`config.mk`:
```
export PLATFORM = sky130hd
export DESIGN_NAME = store_merge
export DESIGN_NICKNAME = d
export VERILOG_FILES = /design/src/rtl/store_merge.sv
export SDC_FILE = /design/constraint.sdc
export NUM_CORES = 1
export LEC_CHECK = 0
export CAP_MARGIN = 20
export CORE_MARGIN = 2
export CORE_UTILIZATION = 35
export DETAILED_ROUTE_END_ITERATION = 10
export PLACE_DENSITY = 0.69
export SLEW_MARGIN = 20
export SYNTH_ARGS = -nofsm -noshare
export SYNTH_HDL_FRONTEND = slang
export SYNTH_SLANG_ARGS = --single-unit
export TNS_END_PERCENT = 1
```
`constraint.sdc`:
```
create_clock -name clk_i -period 1.69 [get_ports clk_i]
set_input_delay 0.2535 -clock clk_i [delete_from_list [all_inputs] [get_ports clk_i]]
set_output_delay 0.2535 -clock clk_i [all_outputs]
set_load 0.1 [all_outputs]
```
`src/rtl/store_merge.sv`:
```
// store_merge: turns sw/sb/sh store requests into full-word writes, using read-modify-write for sub-word stores.
//
// Ports:
//   clk_i        system clock, rising edge
//   reset_i      synchronous active-high reset
//   req_valid_i  M stage holds a store this cycle
//   op_i         00 sw, 01 sb, 10 sh, 11 no store
//   addr_i       byte address of the store
//   wdata_i      store data (sb uses [7:0], sh uses [15:0])
//   flush_i      aborts a pending sequence (ignored in the write cycle)
//   busy_o       pipeline stall request
//   ades_o       misaligned-store flag
//   done_o       pulses in the write cycle
//   mem_addr_o   word address of the access
//   mem_re_o     read strobe, data returns next cycle on mem_rdata_i
//   mem_rdata_i  read data
//   mem_we_o     full-word write strobe
//   mem_wdata_o  merged write word
module store_merge (
    input  logic        clk_i,
    input  logic        reset_i,
    input  logic        req_valid_i,
    input  logic [1:0]  op_i,
    input  logic [31:0] addr_i,
    input  logic [31:0] wdata_i,
    input  logic        flush_i,
    output logic        busy_o,
    output logic        ades_o,
    output logic        done_o,
    output logic [31:0] mem_addr_o,
    output logic        mem_re_o,
    input  logic [31:0] mem_rdata_i,
    output logic        mem_we_o,
    output logic [31:0] mem_wdata_o
);
    typedef enum logic [1:0] {IDLE, READ, WAIT, WRITE} state_e;
    localparam logic [1:0] OP_SW = 2'b00;
    localparam logic [1:0] OP_SB = 2'b01;
    localparam logic [1:0] OP_SH = 2'b10;
    state_e      state_q;
    logic [1:0]  op_q;
    logic [31:0] addr_q;
    logic [15:0] wdata_q;
    logic [31:0] buf_q;
    logic        misaligned, is_idle, accept;
    logic [3:0]  lane_mask;
    logic [31:0] lane_data, merged;
    assign misaligned = (op_i == OP_SW && addr_i[1:0] != 2'b00) || (op_i == OP_SH && addr_i[0]);
    assign is_idle    = state_q == IDLE;
    assign accept     = is_idle && req_valid_i && op_i != 2'b11 && !misaligned && !flush_i;
    // Sub-word data is replicated across the word; the mask picks which lanes replace the RAM bytes.
    always_comb begin
        lane_mask = op_q == OP_SB ? 4'b0001 << addr_q[1:0] : (addr_q[1] ? 4'b1100 : 4'b0011);
        lane_data = op_q == OP_SB ? {4{wdata_q[7:0]}} : {2{wdata_q}};
        merged    = mem_rdata_i;
        for (int k = 0; k < 4; k++)
            merged[8*k +: 8] = lane_mask[k] ? lane_data[8*k +: 8] : mem_rdata_i[8*k +: 8];
    end
    always_ff @(posedge clk_i) begin
        if (reset_i) begin
            state_q <= IDLE;
            op_q    <= '0;
            addr_q  <= '0;
            wdata_q <= '0;
            buf_q   <= '0;
        end else begin
            case (state_q)
                IDLE: if (accept) begin
                    op_q    <= op_i;
                    addr_q  <= addr_i;
                    wdata_q <= wdata_i[15:0];
                    if (op_i == OP_SW) begin
                        buf_q   <= wdata_i;
                        state_q <= WRITE;
                    end else begin
                        state_q <= READ;
                    end
                end
                READ: state_q <= flush_i ? IDLE : WAIT;
                WAIT: if (flush_i) begin
                    state_q <= IDLE;
                end else begin
                    buf_q   <= merged;
                    state_q <= WRITE;
                end
                WRITE: state_q <= IDLE;
            endcase
        end
    end
    // A flush in READ/WAIT releases the stall in the same cycle.
    assign busy_o      = accept || ((state_q == READ || state_q == WAIT) && !flush_i);
    assign ades_o      = is_idle && req_valid_i && !flush_i && misaligned;
    assign mem_re_o    = state_q == READ;
    assign mem_we_o    = state_q == WRITE;
    assign done_o      = state_q == WRITE;
    assign mem_wdata_o = state_q == WRITE ? buf_q : '0;
    assign mem_addr_o  = is_idle ? '0 : {addr_q[31:2], 2'b00};
endmodule

```
==> results of run 1 <==
==> flip-flops by register name, summed over array words and instances (netlist names) <==
name	flops
addr_q	32
buf_q	32
wdata_q	16
op_q	2
state_q	2
==> cells in the mapped netlist, drive strengths merged (3+ instances only) <==
cell	count	area, um^2
buf	25	181
o32ai	16	215
nor2	20	75.1
nor2b	33	206
clkbuf	27	101
and2	32	200
nand2b	124	776
mux2	8	90.1
o31ai	9	67.6
mux2i	49	490
o21ai	10	72.6
inv	27	101
a311oi	16	140
o311a	8	80.1
dfxtp	84	1680
a21oi	27	135
o221ai	16	140
ha	4	50.1
o21a	3	22.5
==> what timing repair did <==
action	4_1_cts	5_1_grt
resized for setup	47	7
pin swaps	32	24
setup endpoints to repair	96	114
buffers inserted	2	1
gates cloned	1	0
==> layer usage <==
layer,track usage,vias up,share of wire
met5,0,-,0
met4,0.0462,0,0.011
met3,0.0664,13,0.091
met2,0.320,169,0.48
met1,0.222,2089,0.42
li1,-,2243,-
==> metrics by stage <==
stage,hold slack [ps],power [uW],util
after detailed placement,449,3560,0.572
after global routing,414,5870,0.605
after CTS,370,5690,0.603
after floorplan,408,2970,-
after global placement,443,3530,0.572
final,375,5650,0.605
==> worst register-to-register path, delay by kind of cell, from the launching register on <==
kind	cells	cell delay, ps
buf+inv	4	560
fa+ha+maj	1	150
flops	1	330
simple gates	2	320
compound gates	2	320
==> cells by family (layout without fill, tap and decap cells) <==
group                    count (synthesis)  after routing  synth area share
buffers and inverters                   82            252            0.0811
AND/OR/NAND/NOR                        220            220             0.274
other                                    1              3          0.000750
multiplexers                            57             57             0.116
adder cells (fa/ha/maj)                  4              4            0.0100
flip-flops                              84             84             0.336
AO/OA/AOI/OAI                          109            109             0.181
==> layout make-up <==
cell class	instances	area, um^2
antenna	1	2.50
tap	180	225
timing repair buffer	208	2840
clock buffer	12	256
inverter	28	108
fill	1094	5500
sequential	84	1690
clock inverter	4	47.5
multi-input combinational	392	3270
==> worst paths after layout <==
check,cells after the start,slack (ps),endpoint,start
max reg2reg,9,-80,buf_q[1],state_q[0]
min reg2reg,2,460,buf_q[0],buf_q[0]
min,2,380,state_q[1],reset_i
max,7,-140,ades_o,state_q[0]
==> power breakdown <==
group | switching, uW | total [uW] | internal (uW)
combinational | 795 | 1530 | 740
clock | 795 | 2020 | 1220
sequential | 44.7 | 2100 | 2050
total | 1630 | 5650 | 4010
==> summary.md, run 1 <==
| Metric | Value |
|---|---|
| Slew Limit Fails | `0` |
| Clock Path Buffers | `2` |
| Final instance area | `8430 um^2` |
| GRT overflow | `0` |
| Worst slack, placed | `-343 ps` |
| Detailed-route via count | `around 4,500` |
| Leak pwr | `around 0.0029 uW` |
| Drt wl/cell | `15.5 um` |
| Via-to-Cell Ratio | `roughly 5` |
| Die area | `15,300 um^2` |
| Clock sinks | `84` |
| #FFs+latches synth | `84` |
| Vias in the first global route | `4,694` |
| Crit path largest cell delay | `330 ps` |
| Pin count of the biggest net entering global routing | `51` |
| Port bufs | `168` |
| H-tree depth | `3` |
| Crit end category | `output port` |
| GRT Util Overall | `0.187` |
| Initial drt markers | `207` |
| Clock latency on the worst-skew pair | `between 300 and 400 ps` |
| Required @ worst endpoint | `1440 ps` |
| Max-cap violation count | `0` |
| IO Count | `171` |
| Std cell rows | `43` |
| Setup CP Type | `reg2out` |
| Final hold violations | `0` |
| VDD IR max | `0.463 mV` |
| Worst Clk Skew | `6.07 ps` |
| Total length of routed wires | `~14 mm` |
| Setup Viol. Count Final | `86` |
| Post-synth EDFFs | `0` |
| CP max-delay cell | `dfxtp_2` |
| Initial antenna violation count | `1` |
| Share of cells above drive strength 1 | `0.302` |
| Sequential fraction of the synthesis area | `0.336` |
| Setup tns final | `-6670 ps` |
| Min-delay worst type | `in2reg` |
| Final std cells w/o fill | `909` |
| Die width | `124 um` |
| Post-Syn Area per Cell | `8.98 um^2` |
| Most common cell after layout, fill and taps aside | `nand2b_1` |
| Mapped Cells | `between 500 and 600` |
| Die Y | `124 um` |
| Power Density | `670 nW/um^2` |
| Crit Path Max Fanout | `6` |
| # DRC | `0` |
| Drt first pass iters | `6` |
| # hold bufs at CTS | `0` |
| Reg clk slew, reported paths | `60 ps` |
| Critical path's top delay family | `buffers and inverters` |
| Critical Path AT | `1570 ps` |
| Top_reg_cell synth | `dfxtp_1` |
| Placed cell area | `around 8000 um^2` |
| TritonCTS clock tree | `done` |
| Mapped Area | `5000 um^2` |
| Count of cell types in the netlist | `41` |
| Most frequent cells in the layout | `nand2b_1 (124), clkdlybuf4s50_1 (97), dfxtp_1 (82)` |
| Core area | `roughly 14,000 um^2` |
| CTS Buf Count | `9` |
| Cell count after placement | `around 890` |
| Period utilization | `1.08` |
| Startpoint Class | `flop` |
| RSZ-0062 raised after global routing | `yes` |
| Root Buffer | `clkbuf_16` |
| Violated checks | `negative setup slack` |
| Status | `complete, but fails checks` |
| Routability cong. | `0.866` |
| Crit path buffers/inverters | `4` |
| Asr flop ratio synth | `0` |
| CP Cell Sequence | `inv_2 -> ha_4 -> buf_12 -> nand4bb_4 -> buf_6 -> nor2_4 -> buf_12` |
| Highest Clock Rate | `0.547 GHz` |
| Fin crit period | `1830 ps` |
| Dpl hpwl | `10.6 mm` |
| YS warnings | `0` |
| Detail Route Antenna Nets | `0` |
| Starting Density | `0.359` |
| Fin nets | `roughly 830` |
| Top cell by count, worst path | `buf_12` |
| First-pass GRT wire length | `22.5 mm` |
| Syn-to-layout area delta | `68.7%` |
| Post-route worst setup slack | `-138 ps` |
(Power assumes the default switching activity.)
==> run 2, diff against run 1 <==
SLEW_MARGIN = default   (was 20)
==> results of run 2 <==
Final layout, timing and power as in run 1 (identical DEF).
==> run 3, diff against run 2 <==
ABC_AREA = 1   (was default)
PLACE_DENSITY = 0.7   (was 0.69)
==> summary.md, run 3 <==
| Metric | Value |
|---|---|
| Status | `complete, but fails checks` |
| Violated checks | `negative setup slack` |
| Sequential fraction of the synthesis area | `0.357` |
| Fin nets | `1,082` |
| Max-cap violation count | `0` |
| Share of cells above drive strength 1 | `0.246` |
| Pin count of the biggest net entering global routing | `44` |
| Final std cells w/o fill | `approximately 1,200` |
| IO Count | `between 150 and 200` |
| Worst Clk Skew | `approximately 7 ps` |
| Leak pwr | `roughly 0.0036 uW` |
| Crit end category | `output port` |
| Top sig layer | `met4` |
| Hold Startpoint | `op_i[1]` |
| Initial drt markers | `318` |
| Via-to-Cell Ratio | `approximately 4.4` |
| Layout fillers | `1,146` |
| Vias in the first global route | `4,954` |
| Antenna diode count | `0` |
| Top post-synthesis cells by area | `dfxtp_1 (36%), nand2_1 (19%), inv_1 (13%)` |
| Dpl hpwl | `about 11 mm` |
| Flop-to-flop setup slack | `70 ps` |
| TritonCTS clock tree | `done` |
| RSZ-0062 raised after global routing | `yes` |
| Routed metal-1 wirelength | `5.78 mm` |
| Count leader, synth | `nand2_1` |
| Final instance area | `approximately 8400 um^2` |
| # DRC | `0` |
| Post-Syn Area per Cell | `5.90 um^2` |
| Reg clk slew, reported paths | `60 ps` |
| Worst slack, placed | `-105 ps` |
| Top cells by count, synth | `nand2_1 (241), inv_1 (157), nor2_1 (95), dfxtp_1 (84), o21ai_0 (53)` |
| #FFs+latches synth | `84` |
| Drt first pass iters | `4` |
| GRT overflow | `0` |
| Count of cell types in the netlist | `22` |
| VDD IR max | `0.666 mV` |
| Crit Path Max Fanout | `11` |
| Required @ worst endpoint | `1440 ps` |
| Worst hold path endpoint | `op_q[1]` |
| Clock sinks | `84` |
| Final hold violations | `0` |
| Post-synth EDFFs | `0` |
| Startpoint Class | `flop` |
| WL met2 | `7.00 mm` |
| Mapped Area | `approximately 4700 um^2` |
| Die area | `approximately 14,000 um^2` |
| Power Density | `937 nW/um^2` |
| Mapped Cells | `798` |
| Largest area contributor in the netlist | `dfxtp_1` |
| Root Buffer | `clkbuf_16` |
| Min-delay worst type | `in2reg` |
| Highest Clock Rate | `0.559 GHz` |
| Total length of routed wires | `14.3 mm` |
| Regs by FF count | `addr_q: 32 flops, buf_q: 32 flops, wdata_q: 16 flops` |
| Worst-case reg-to-reg path depth | `9` |
| Most common cell after layout, fill and taps aside | `nand2_1` |
| CTS Buf Count | `9` |
| FF-to-FF End | `buf_q[13]` |
| Top_reg_cell synth | `dfxtp_1` |
| Syn-to-layout area delta | `77.5%` |
| Placed cell area | `7810 um^2` |
| Clock Path Buffers | `2` |
| Detailed-route via count | `5,144` |
| Starting Density | `0.357` |
| Core area | `13,200 um^2` |
| Die Y | `around 120 um` |
| Period utilization | `1.06` |
| Met3 Wirelength | `roughly 1.3 mm` |
| Routability cong. | `0.812` |
| Setup CP Type | `reg2out` |
| Std cell rows | `42` |
| Yosys top cell area share | `0.357` |
| Initial antenna violation count | `0` |
| Most frequent cells in the layout | `nand2_1 (208), inv_1 (122), clkdlybuf4s50_1 (100)` |
| Slew Limit Fails | `0` |
| Port bufs | `168` |
| Critical Path AT | `1540 ps` |
| Post-route worst setup slack | `-99.5 ps` |
| YS warnings | `0` |
| Drt wl/cell | `12.4 um` |
| RR Startpoint | `state_q[1]` |
| Die width | `between 100 and 150 um` |
| Detail Route Antenna Nets | `0` |
| GRT Util Overall | `0.203` |
| First-pass GRT wire length | `23.4 mm` |
| H-tree depth | `3` |
| Clock latency on the worst-skew pair | `340 ps` |
| Asr flop ratio synth | `0` |
| Setup Viol. Count Final | `61` |
| Hold path depth | `3` |
| Final Util | `0.633` |
| Cell count after placement | `about 1,100` |
| Fin crit period | `1790 ps` |
run 3: changes by cell type in the layout (fill, tap and decap cells not counted), moves of 38 or more:
| cell | delta |
|---|---|
| nand2_1 | +207 |
| nand2b_1 | -124 |
| mux2i_1 | -49 |
| nor2_1 | +45 |
| nand2_2 | +38 |
| o21ai_0 | +44 |
| inv_1 | +97 |
| nand3_1 | +51 |
run 3: cell families after synthesis:
| group | synth area share |
|---|---|
| simple gates | 0.340 |
| buf+inv | 0.176 |
| compound gates | 0.115 |
| flops | 0.357 |
| fa+ha+maj | 0.0106 |
| other cells | 0.000797 |
run 3: critical path, cell delays in order, from the launching register on:
cell        delay, ps
dfxtp_2           320
buf_4             140
ha_4              190
clkbuf_16         180
nand2_2            90
clkinvlp_4        100
buf_12            170
run 3: final cells by class:
class,instances,area [um^2],area share
timing repair buffer,212,2880,0.345
clock inverter,1,30.0,0.00360
clock buffer,14,274,0.0328
tap,176,220,0.0264
inverter,159,709,0.0849
multi-input combinational,510,2550,0.306
sequential,84,1680,0.202
run 3: report_power, final:
group          switching [uW]  leakage [uW]  internal, uW
clock                     781      0.000149          1260
combinational            1970       0.00278          1370
sequential                152      0.000685          2290
run 3: routing by layer:
metal	vias to the layer above	GRT usage
li1	2719	-
met1	2247	0.239
met2	165	0.347
met3	13	0.0746
met4	0	0.0537
met5	-	0
run 3: timing repair:
| action | 4_1_cts | 5_1_grt |
|---|---|---|
| buffers inserted | 4 | 1 |
| hold endpoints to repair | 0 | 0 |
| gates resized for setup | 39 | 15 |
| cloned | 0 | 1 |
| hold buffers | 0 | 0 |
| setup endpoints to repair | 64 | 95 |
| pin swaps | 4 | 2 |
run 3: worst max path at each step:
stage,from,end,slack [ps]
after detailed placement,op_i[1],addr_q[20],-110
after global placement,op_i[1],buf_q[28],-40
final,state_q[1],mem_wdata_o[12],-100
after CTS,state_q[0],mem_wdata_o[15],-100
after global routing,state_q[1],mem_wdata_o[22],-150
after floorplan,state_q[0],ades_o,-170
run 3: per-stage QoR:
stage / total power [uW] / hold WS (ps) / setup TNS, ps
3_3_place_gp: 5510 / 438 / -888
5_1_grt: 8280 / 457 / -8830
2_1_floorplan: 4470 / 323 / -8020
6_report: 7830 / 387 / -3690
3_5_place_dp: 5550 / 451 / -3560
4_1_cts: 7860 / 384 / -4340
